===== config.mk =====
export PLATFORM = sky130hd
export DESIGN_NAME = zynet_run_ctrl
export DESIGN_NICKNAME = d
export VERILOG_FILES = /design/src/rtl/zynet_run_ctrl.sv
export SDC_FILE = /design/constraint.sdc
export NUM_CORES = 1
export LEC_CHECK = 0
export CELL_PAD_IN_SITES_DETAIL_PLACEMENT = 1
export CELL_PAD_IN_SITES_GLOBAL_PLACEMENT = 1
export CORE_UTILIZATION = 37
export DETAILED_ROUTE_END_ITERATION = 8
export PLACE_DENSITY_LB_ADDON = 0.12
export SYNTH_ARGS = -nofsm -noshare
export SYNTH_HDL_FRONTEND = slang
export SYNTH_SLANG_ARGS = --single-unit

===== constraint.sdc =====
create_clock -name clk_i -period 1.95 [get_ports clk_i]
set_input_delay 0.2925 -clock clk_i [delete_from_list [all_inputs] [get_ports clk_i]]
set_output_delay 0.2925 -clock clk_i [all_outputs]
set_load 0.005 [all_outputs]

===== src/rtl/zynet_run_ctrl.sv =====
// Run controller for one network inference frame.
// It accepts a frame from upstream and launches the serializer, then pulses
// start to the network. While the network runs it counts samples and cycles,
// and it hands the result downstream. It tracks timeout and sample-count
// errors in sticky flags. Only one frame is in flight at a time.
//
// Handshake rule: on every valid/ready (or valid/yumi) pair, a transfer
// happens on a rising edge where both are high. The valid side holds its
// data until that edge. Ready and yumi are combinational only where noted
// (IDLE pass-through, DONE yumi pass-through).
module zynet_run_ctrl #(
  parameter int NUM_SAMPLES    = 256,
  parameter int TIMEOUT_CYCLES = 65536,
  parameter int CNT_WIDTH      = 16
) (
  input  logic                 clk_i,
  input  logic                 reset_n_i,
  input  logic                 frame_valid_i,
  output logic                 frame_ready_o,
  output logic                 ser_valid_o,
  input  logic                 ser_ready_i,
  input  logic                 fifo_empty_i,
  input  logic                 net_ren_i,
  output logic                 net_start_o,
  input  logic                 net_valid_i,
  output logic                 net_yumi_o,
  output logic                 out_valid_o,
  input  logic                 out_yumi_i,
  input  logic                 clear_i,
  output logic                 busy_o,
  output logic                 timeout_o,
  output logic                 sample_err_o,
  output logic [CNT_WIDTH-1:0] frame_count_o,
  output logic [2:0]           state_o
);

  localparam logic [2:0] IDLE  = 3'd0;
  localparam logic [2:0] START = 3'd1;
  localparam logic [2:0] RUN   = 3'd2;
  localparam logic [2:0] DONE  = 3'd3;
  localparam logic [2:0] ERR   = 3'd4;

  localparam int SW = $clog2(NUM_SAMPLES + 1);
  localparam int TW = $clog2(TIMEOUT_CYCLES + 1);
  localparam logic [SW-1:0] SAMPLES_FULL = SW'(NUM_SAMPLES);
  localparam logic [TW-1:0] CYCLE_LAST   = TW'(TIMEOUT_CYCLES - 1);

  logic [2:0]           state_q, state_d;
  logic [SW-1:0]        sample_cnt_q, sample_cnt_d;
  logic [TW-1:0]        cycle_cnt_q, cycle_cnt_d;
  logic                 timeout_q, timeout_d;
  logic                 sample_err_q, sample_err_d;
  logic [CNT_WIDTH-1:0] frame_cnt_q, frame_cnt_d;

  logic                 sample_rd;
  logic [SW-1:0]        sample_inc;

  // Sample count including a read in the current cycle, saturating at a full frame
  always_comb begin
    sample_rd  = net_ren_i && !fifo_empty_i;
    sample_inc = sample_cnt_q;
    if (sample_rd && (sample_cnt_q != SAMPLES_FULL)) begin
      sample_inc = sample_cnt_q + SW'(1);
    end
  end

  // Next-state logic: FSM transitions, counters and sticky flags.
  // A flag set in the same cycle as clear_i wins over the clear.
  always_comb begin
    state_d      = state_q;
    sample_cnt_d = sample_cnt_q;
    cycle_cnt_d  = cycle_cnt_q;
    timeout_d    = timeout_q;
    sample_err_d = sample_err_q;
    frame_cnt_d  = frame_cnt_q;

    if (clear_i) begin
      timeout_d    = 1'b0;
      sample_err_d = 1'b0;
    end

    case (state_q)
      IDLE: begin
        if (frame_valid_i && ser_ready_i) begin
          state_d = START;
        end
      end
      START: begin
        sample_cnt_d = '0;
        cycle_cnt_d  = '0;
        state_d      = RUN;
      end
      RUN: begin
        sample_cnt_d = sample_inc;
        cycle_cnt_d  = cycle_cnt_q + TW'(1);
        // A result arriving on the last allowed cycle still counts as done
        if (net_valid_i) begin
          state_d = DONE;
          if (sample_inc != SAMPLES_FULL) begin
            sample_err_d = 1'b1;
          end
        end else if (cycle_cnt_q == CYCLE_LAST) begin
          state_d   = ERR;
          timeout_d = 1'b1;
        end
      end
      DONE: begin
        if (out_yumi_i) begin
          frame_cnt_d = frame_cnt_q + CNT_WIDTH'(1);
          state_d     = IDLE;
        end
      end
      ERR: begin
        if (clear_i) begin
          state_d = IDLE;
        end
      end
      default: state_d = IDLE;
    endcase
  end

  // State and counter registers with asynchronous active-low reset
  always_ff @(posedge clk_i or negedge reset_n_i) begin
    if (!reset_n_i) begin
      state_q      <= IDLE;
      sample_cnt_q <= '0;
      cycle_cnt_q  <= '0;
      timeout_q    <= 1'b0;
      sample_err_q <= 1'b0;
      frame_cnt_q  <= '0;
    end else begin
      state_q      <= state_d;
      sample_cnt_q <= sample_cnt_d;
      cycle_cnt_q  <= cycle_cnt_d;
      timeout_q    <= timeout_d;
      sample_err_q <= sample_err_d;
      frame_cnt_q  <= frame_cnt_d;
    end
  end

  // Handshake and status outputs decoded from the current state
  always_comb begin
    ser_valid_o   = (state_q == IDLE) && frame_valid_i;
    frame_ready_o = (state_q == IDLE) && ser_ready_i;
    net_start_o   = (state_q == START);
    out_valid_o   = (state_q == DONE);
    net_yumi_o    = (state_q == DONE) && out_yumi_i;
    busy_o        = (state_q != IDLE);
    timeout_o     = timeout_q;
    sample_err_o  = sample_err_q;
    frame_count_o = frame_cnt_q;
    state_o       = state_q;
  end

endmodule


==> flow_metrics.env <==
export IMPL_synth_top_area_cell="dfrtp_1"
export IMPL_peakVddDrop_v=0.000581
export IMPL_initial_core_util_pct=38.6
export IMPL_syn_avg_cell_area_um2=9.40
export IMPL_gp_congestion=0.774
export IMPL_synth_cell_types=47
export IMPL_seqPwrFrac_pct=33.0
export IMPL_outcome="completed"
export IMPL_power_density_nw_per_um2=1150
export IMPL_fp_dieW_um=83.6
export IMPL_yosys_area_top_type_share_pct=47.7
export IMPL_dr_first_iter_drc_count=114
export IMPL_tritoncts="done"
export IMPL_combPwrFrac_pct=45.0
export IMPL_antenna_found_initial=0
export IMPL_rsz0062_at_grt="yes"
export IMPL_firstDrtPassIters=6
export IMPL_max_freq_ghz=0.530
export IMPL_synth_async_reset_ratio_pct=100
export IMPL_utilization_pct=52.9
export IMPL_cts_hold_buf=0
export IMPL_grt_pass1_vias=2234
export IMPL_dieHeight_um=83.6
export IMPL_maxCapViolCount=0
export IMPL_crit_chain="buf_6, buf_4, and3b_1, clkdlybuf4s50_1"
export IMPL_hpwl_um=4190
export IMPL_place_inst=394
export IMPL_diodes=0
export IMPL_p_sw_mw=1.34
export IMPL_tightestPinTransition_ns=0.607
export IMPL_setup_violations_final=0
export IMPL_drt_total_wl_um=6010
export IMPL_critPathMaxFanout=5
export IMPL_final_min_clock_period_ns=1.89
export IMPL_ys_ff_latch=47
export IMPL_core_area_um2=6390
export IMPL_leakage_nw=1.53
export IMPL_synth_area_um2=2460
export IMPL_fin_cells=408
export IMPL_ant_nets=0
export IMPL_path_clk_slew_ns=0.09
export IMPL_io_pin_count=36
export IMPL_cts_root_buf="clkbuf_8"
export IMPL_clockPowerShare_pct=21.9
export IMPL_grt_max_degree=48
export IMPL_worstSetupPathType="reg2out"
export IMPL_post_place_ws_ns=-0.0698
export IMPL_clk_latency_ns=0.30
export IMPL_drv_slew=0
export IMPL_ys_seq_area_share_pct=47.7
export IMPL_port_buffers=35
export IMPL_yosys_warnings=0
export IMPL_cp_slowest_cell="clkdlybuf4s50_1"
export IMPL_synth_area_leaders="dfrtp_1 48%, o21ai_0 4.9%, nand2_1 4.4%, nand3_1 4.1%, xnor2_1 3.9%"
export IMPL_grt_overflow=0
export IMPL_vias=2161
export IMPL_clk_path_buf_depth=2
export IMPL_max_stage_delay_ns=0.49
export IMPL_nNetsFinal=344
export IMPL_synth_edf_count=0
export IMPL_power_share_switching_pct=34.6
export IMPL_reg2reg_slack_ns=0.06
export IMPL_grt_pass1_wl_um=10700
export IMPL_hold_path_class="in2async"
export IMPL_clock_sinks=47
export IMPL_grt_usage_pct=18.7
export IMPL_drc=0
export IMPL_layout_drive_gt1_share_pct=19.9
export IMPL_critPathTopFamily="buffers and inverters"
export IMPL_setup_slack_ns=0.0640
export IMPL_clock_skew_ns=0.00656
export IMPL_slew_headroom_pct=59.6
export IMPL_worstPathArrival_ns=1.59
export IMPL_h_tree_depth=2
export IMPL_cp_data_required_time_ns=1.66
export IMPL_start_kind="register"
export IMPL_crit_buf_inv=3
export IMPL_post_drt_via_cell_ratio=5.30
export IMPL_ys_flop_type="dfrtp_1"
export IMPL_hold_viol=0
export IMPL_syn_inst=262
export IMPL_cts_made_buffers=5
export IMPL_p_int_mw=2.53
export IMPL_cp_end_kind="primary output"
export IMPL_row_count=29
export IMPL_dieArea_um2=6990
export IMPL_wl_per_cell_um=14.7
export IMPL_synth_nets=276
export IMPL_fin_crit_sh_pct=96.7
export IMPL_area_growth_pct=37.0
[cells by family (layout without fill, tap and decap cells)]
group,Yosys count,count (layout),share of synthesized area (%)
AO/OA/AOI/OAI,54,54,13.7
XOR/XNOR,19,19,6.75
adder cells (fa/ha/maj),5,5,2.54
buffers and inverters,22,91,3.76
flip-flops,47,47,47.7
multiplexers,5,5,2.08
AND/OR/NAND/NOR,110,110,23.5
[metrics by stage]
stage	total power [mW]	hold slack (ns)	TNS, ns	cell area (µm²)
after floorplan	2.12	-0.00309	0	2470
after CTS	3.80	0.106	0	3270
after detailed placement	2.87	0.433	-0.0698	3100
after global placement	2.82	0.426	-0.00783	3100
after global routing	4.16	0.134	-0.0715	3380
final	3.87	0.0782	0	3380
[layer usage]
layer / wire (µm) / track usage (%) / vias to the layer above / part of all wire, %
met5: 0 / 0 / - / 0
met4: 56 / 5.08 / 0 / 0.93
met3: 162 / 2.57 / 5 / 2.7
met2: 2780 / 30.7 / 35 / 46
met1: 3010 / 26.0 / 1050 / 50
li1: - / - / 1071 / -
[what timing repair did]
action | 4_1_cts | 5_1_grt
pin swaps | 1 | 7
gates resized for setup | 11 | 14
setup endpoints to repair | 6 | 12
cloned | 0 | 0
buffers inserted | 3 | 3
[cells in the final DEF, fill, tap and decap left out, types with 4 or more instances in the layout]
| cell type | instances |
|---|---|
| mux2i_1 | 4 |
| and3_4 | 4 |
| dfrtp_1 | 47 |
| a31oi_1 | 5 |
| clkdlybuf4s50_1 | 30 |
| nor3_1 | 4 |
| buf_4 | 38 |
| xor2_1 | 8 |
| dlygate4sd2_1 | 4 |
| inv_1 | 7 |
| nand2_1 | 29 |
| nor2_1 | 15 |
| nand3_1 | 20 |
| a21oi_1 | 5 |
| o21ai_0 | 23 |
| xnor2_1 | 11 |
| clkbuf_8 | 5 |
| nand4_1 | 8 |
| and3_1 | 6 |
[synthesized netlist by cell type (2+ instances only)]
library cell	instances
a22o_1	3
dfrtp_1	47
o21ai_0	24
a31oi_1	5
and4_1	3
clkbuf_1	10
o31ai_1	3
nor2_1	16
mux2i_1	4
nand4_1	8
nand3_1	20
and2_1	4
a22oi_1	2
ha_1	5
xor2_1	8
a21oi_1	5
nor3_1	5
inv_1	9
nand2_1	29
o22ai_1	2
and3_1	10
xnor2_1	11
nor3b_1	2
a221oi_1	2
and3b_1	2
or3_1	2
[flip-flops by register name, summed over array words and instances (netlist names)]
| name | flops |
|---|---|
| frame_count_o | 16 |
| state_o | 3 |
| cycle_cnt_q | 17 |
| sample_err_o | 1 |
| timeout_o | 1 |
| sample_cnt_q | 9 |
[path summary, 6_finish.rpt]
check | startpoint | to | cells after the start
max reg2reg | cycle_cnt_q[4] | state_o[1] | 9
min in group clk_i | frame_count_o[15] | frame_count_o[15] | 1
min reg2reg | frame_count_o[15] | frame_count_o[15] | 1
min | reset_n_i | frame_count_o[8] | 2
max | state_o[0] | out_valid_o | 4
max in group asynchronous | reset_n_i | timeout_o | 2
[power by group through the flow]
stage	clock network (mW)	logic (mW)	registers (mW)
after detailed placement	0	1.58	1.29
after CTS	0.868	1.66	1.27
after global placement	0	1.53	1.29
final	0.849	1.74	1.28
after floorplan	0	0.832	1.29
after global routing	0.904	1.95	1.31
[final cells by class]
class                      count  area (µm²)
clock buffer                   6        72.6
clock inverter                 2        60.1
fill                         746        3010
inverter                       9        33.8
multi-input combinational    193        1300
sequential                    47        1180
tap                           77        96.3
timing repair buffer          74         637
(Power assumes the default switching activity.)
==> RTL change: new RTL, config.mk and constraints unchanged <==
Set the parameter `CNT_WIDTH` to 14 (it was 16).
--- a/src/rtl/zynet_run_ctrl.sv
+++ b/src/rtl/zynet_run_ctrl.sv
@@ -11,7 +11,7 @@
 module zynet_run_ctrl #(
   parameter int NUM_SAMPLES    = 256,
   parameter int TIMEOUT_CYCLES = 65536,
-  parameter int CNT_WIDTH      = 16
+  parameter int CNT_WIDTH      = 14
 ) (
   input  logic                 clk_i,
   input  logic                 reset_n_i,
Interface: changed (resized frame_count_o); port bits go from 36 to 34. The function was not compared with the original's and may differ.
==> RTL change against the unedited design <==
  * Area after synthesis shrank 2.3%
  * Total power decreased by 6.1%
  * Worst setup slack improved by 0.0057 ns
  * Routed wire length grew 1.5%
  * Cell area shrank 3.9%
  * Sequential share of layout area down 0.12 points
  * Cell count shrank 2.0%
  * Sequential cell count fell by 2
  * Die area decreased by 2.3%
  * Critical endpoint is now state_o[1]
  * Largest cell class unchanged
  * Largest power group unchanged
==> RTL change: results (changes against the unedited design) <==
stage;metric;value;unit;change
power_and_ir_drop;powerDensity;1121;nW/um^2;-2.2%
synth;synthDistinctLibCells;43;;-8.5%
drt;wire_per_inst;15.25;um;+3.5%
worst_setup_path;crit_end;state_o[1];;
synth;synth-compound-area-share;0.1565;;+0.01991
cells_and_area;drive_above_1_share;0.2105;;+0.01113
synth;synthMuxAreaShare;0.02964;;+0.008818
worst_setup_path;crit_path_start;cycle_cnt_q[1];;
place;gp_congestion;0.8085;;+4.4%
drt;avgViaCountPerCell;5.380;;+1.6%
synth;syn_nets;268;;-2.9%
place;placed_area;3045;sq um;-1.8%
timing;worst_pin_slew;0.5921;ns;-0.01450 ns
cells_and_area;clkCellAreaFrac;0.02778;;-0.01151
power_and_ir_drop;ir_worst_vdd;630.3;uV;+8.5%
run_status;status;finished, final reports clean;;
cells_and_area;bufAreaShareNonClock;0.1929;;+0.004243
clocking;h-tree-depth;2;;unchanged
cells_and_area;fin_nets;337;;-2.0%
drt;wl_met1;2928;um;-2.7%
timing;report.final.hold_viol_count;0;;unchanged
cells_and_area;buffers;72;;-2.7%
cells_and_area;nFillCells;730;;-2.1%
synth;ys_ff_latch;45;;-4.3%
worst_setup_path;crit_fanout;4;;-1
drt;dr_wl_met3;169;um;+4.3%
global_routing;grt_usage;0.1990;;+0.01177
global_routing;met3_usage;0.04066;;+0.01494
drt;drtIter0Drc;79;;-31%
power_and_ir_drop;p_leak;0.001434;uW;-6.1%
cells_and_area;n_all_inverters;10;;+1
synth;synth-adder-area-share;0.02600;;+0.0006074
worst_setup_path;worst-r2r-cell-count;8;;-1
timing;fin_worst_skew;0.007574;ns;+0.001009 ns
cells_and_area;ff_latch_area;1126;sq um;-4.3%
synth;synth_common_cells;45 x dfrtp_1, 32 x nand2_1, 25 x o21ai_0, 16 x nor2_1, 12 x nand4_1;;
synth;seq_area_frac_synth;0.4680;;-0.009381
global_routing;grt_pass1_wl;10210;um;-4.2%
place;dp.cells;385;;-2.3%
cells_and_area;multi_input_area;1267;sq um;-2.5%
global_routing;grt_max_degree;46;;-4.2%
worst_setup_path;arrival;2.11;ns;+0.52 ns
place;dp_hpwl;4222;um;+0.69%
place;portBuffers;33;;-5.7%
synth;syn_avg_cell_area;9.473;sq um;+0.74%
synth;synth_xor_area_frac;0.05096;;-0.01658
drt;firstDrtPassIters;4;;-2
synth;synthesis.area;2406;sq um;-2.3%
global_routing;use_met1;0.2476;;-0.01238
==> RTL change: metrics by stage <==
step                      power, uW  setup slack (ns)  hold WS (ns)
after floorplan                2102           0.02270     -0.003091
after global placement         2825          -0.02130        0.4294
after detailed placement       2867           -0.1012        0.4312
after CTS                      3612           0.01275       0.09977
after global routing           3907         -0.005032        0.1346
final                          3636           0.06976       0.07902
==> RTL change: worst max-delay path, stage by stage (launching register included) <==
cell,delay (ns)
dfrtp_1,0.40
ha_2,0.19
and3_4,0.18
and3_4,0.19
and3_4,0.17
ha_2,0.19
o32ai_4,0.23
a31oi_1,0.13
o21ai_1,0.13
==> RTL change: where the power goes <==
group          internal, uW  leakage [uW]  total (uW)  switching (uW)
registers              1080      0.000611        1220             137
clock network           281     0.0000433         609             328
logic                   879      0.000780        1810             932
total                  2240       0.00143        3640            1400
==> RTL change: repair_timing <==
item	CTS	global route
setup endpoints to repair	6	19
resized for setup	13	6
pin swaps	4	4
buffers inserted	5	3
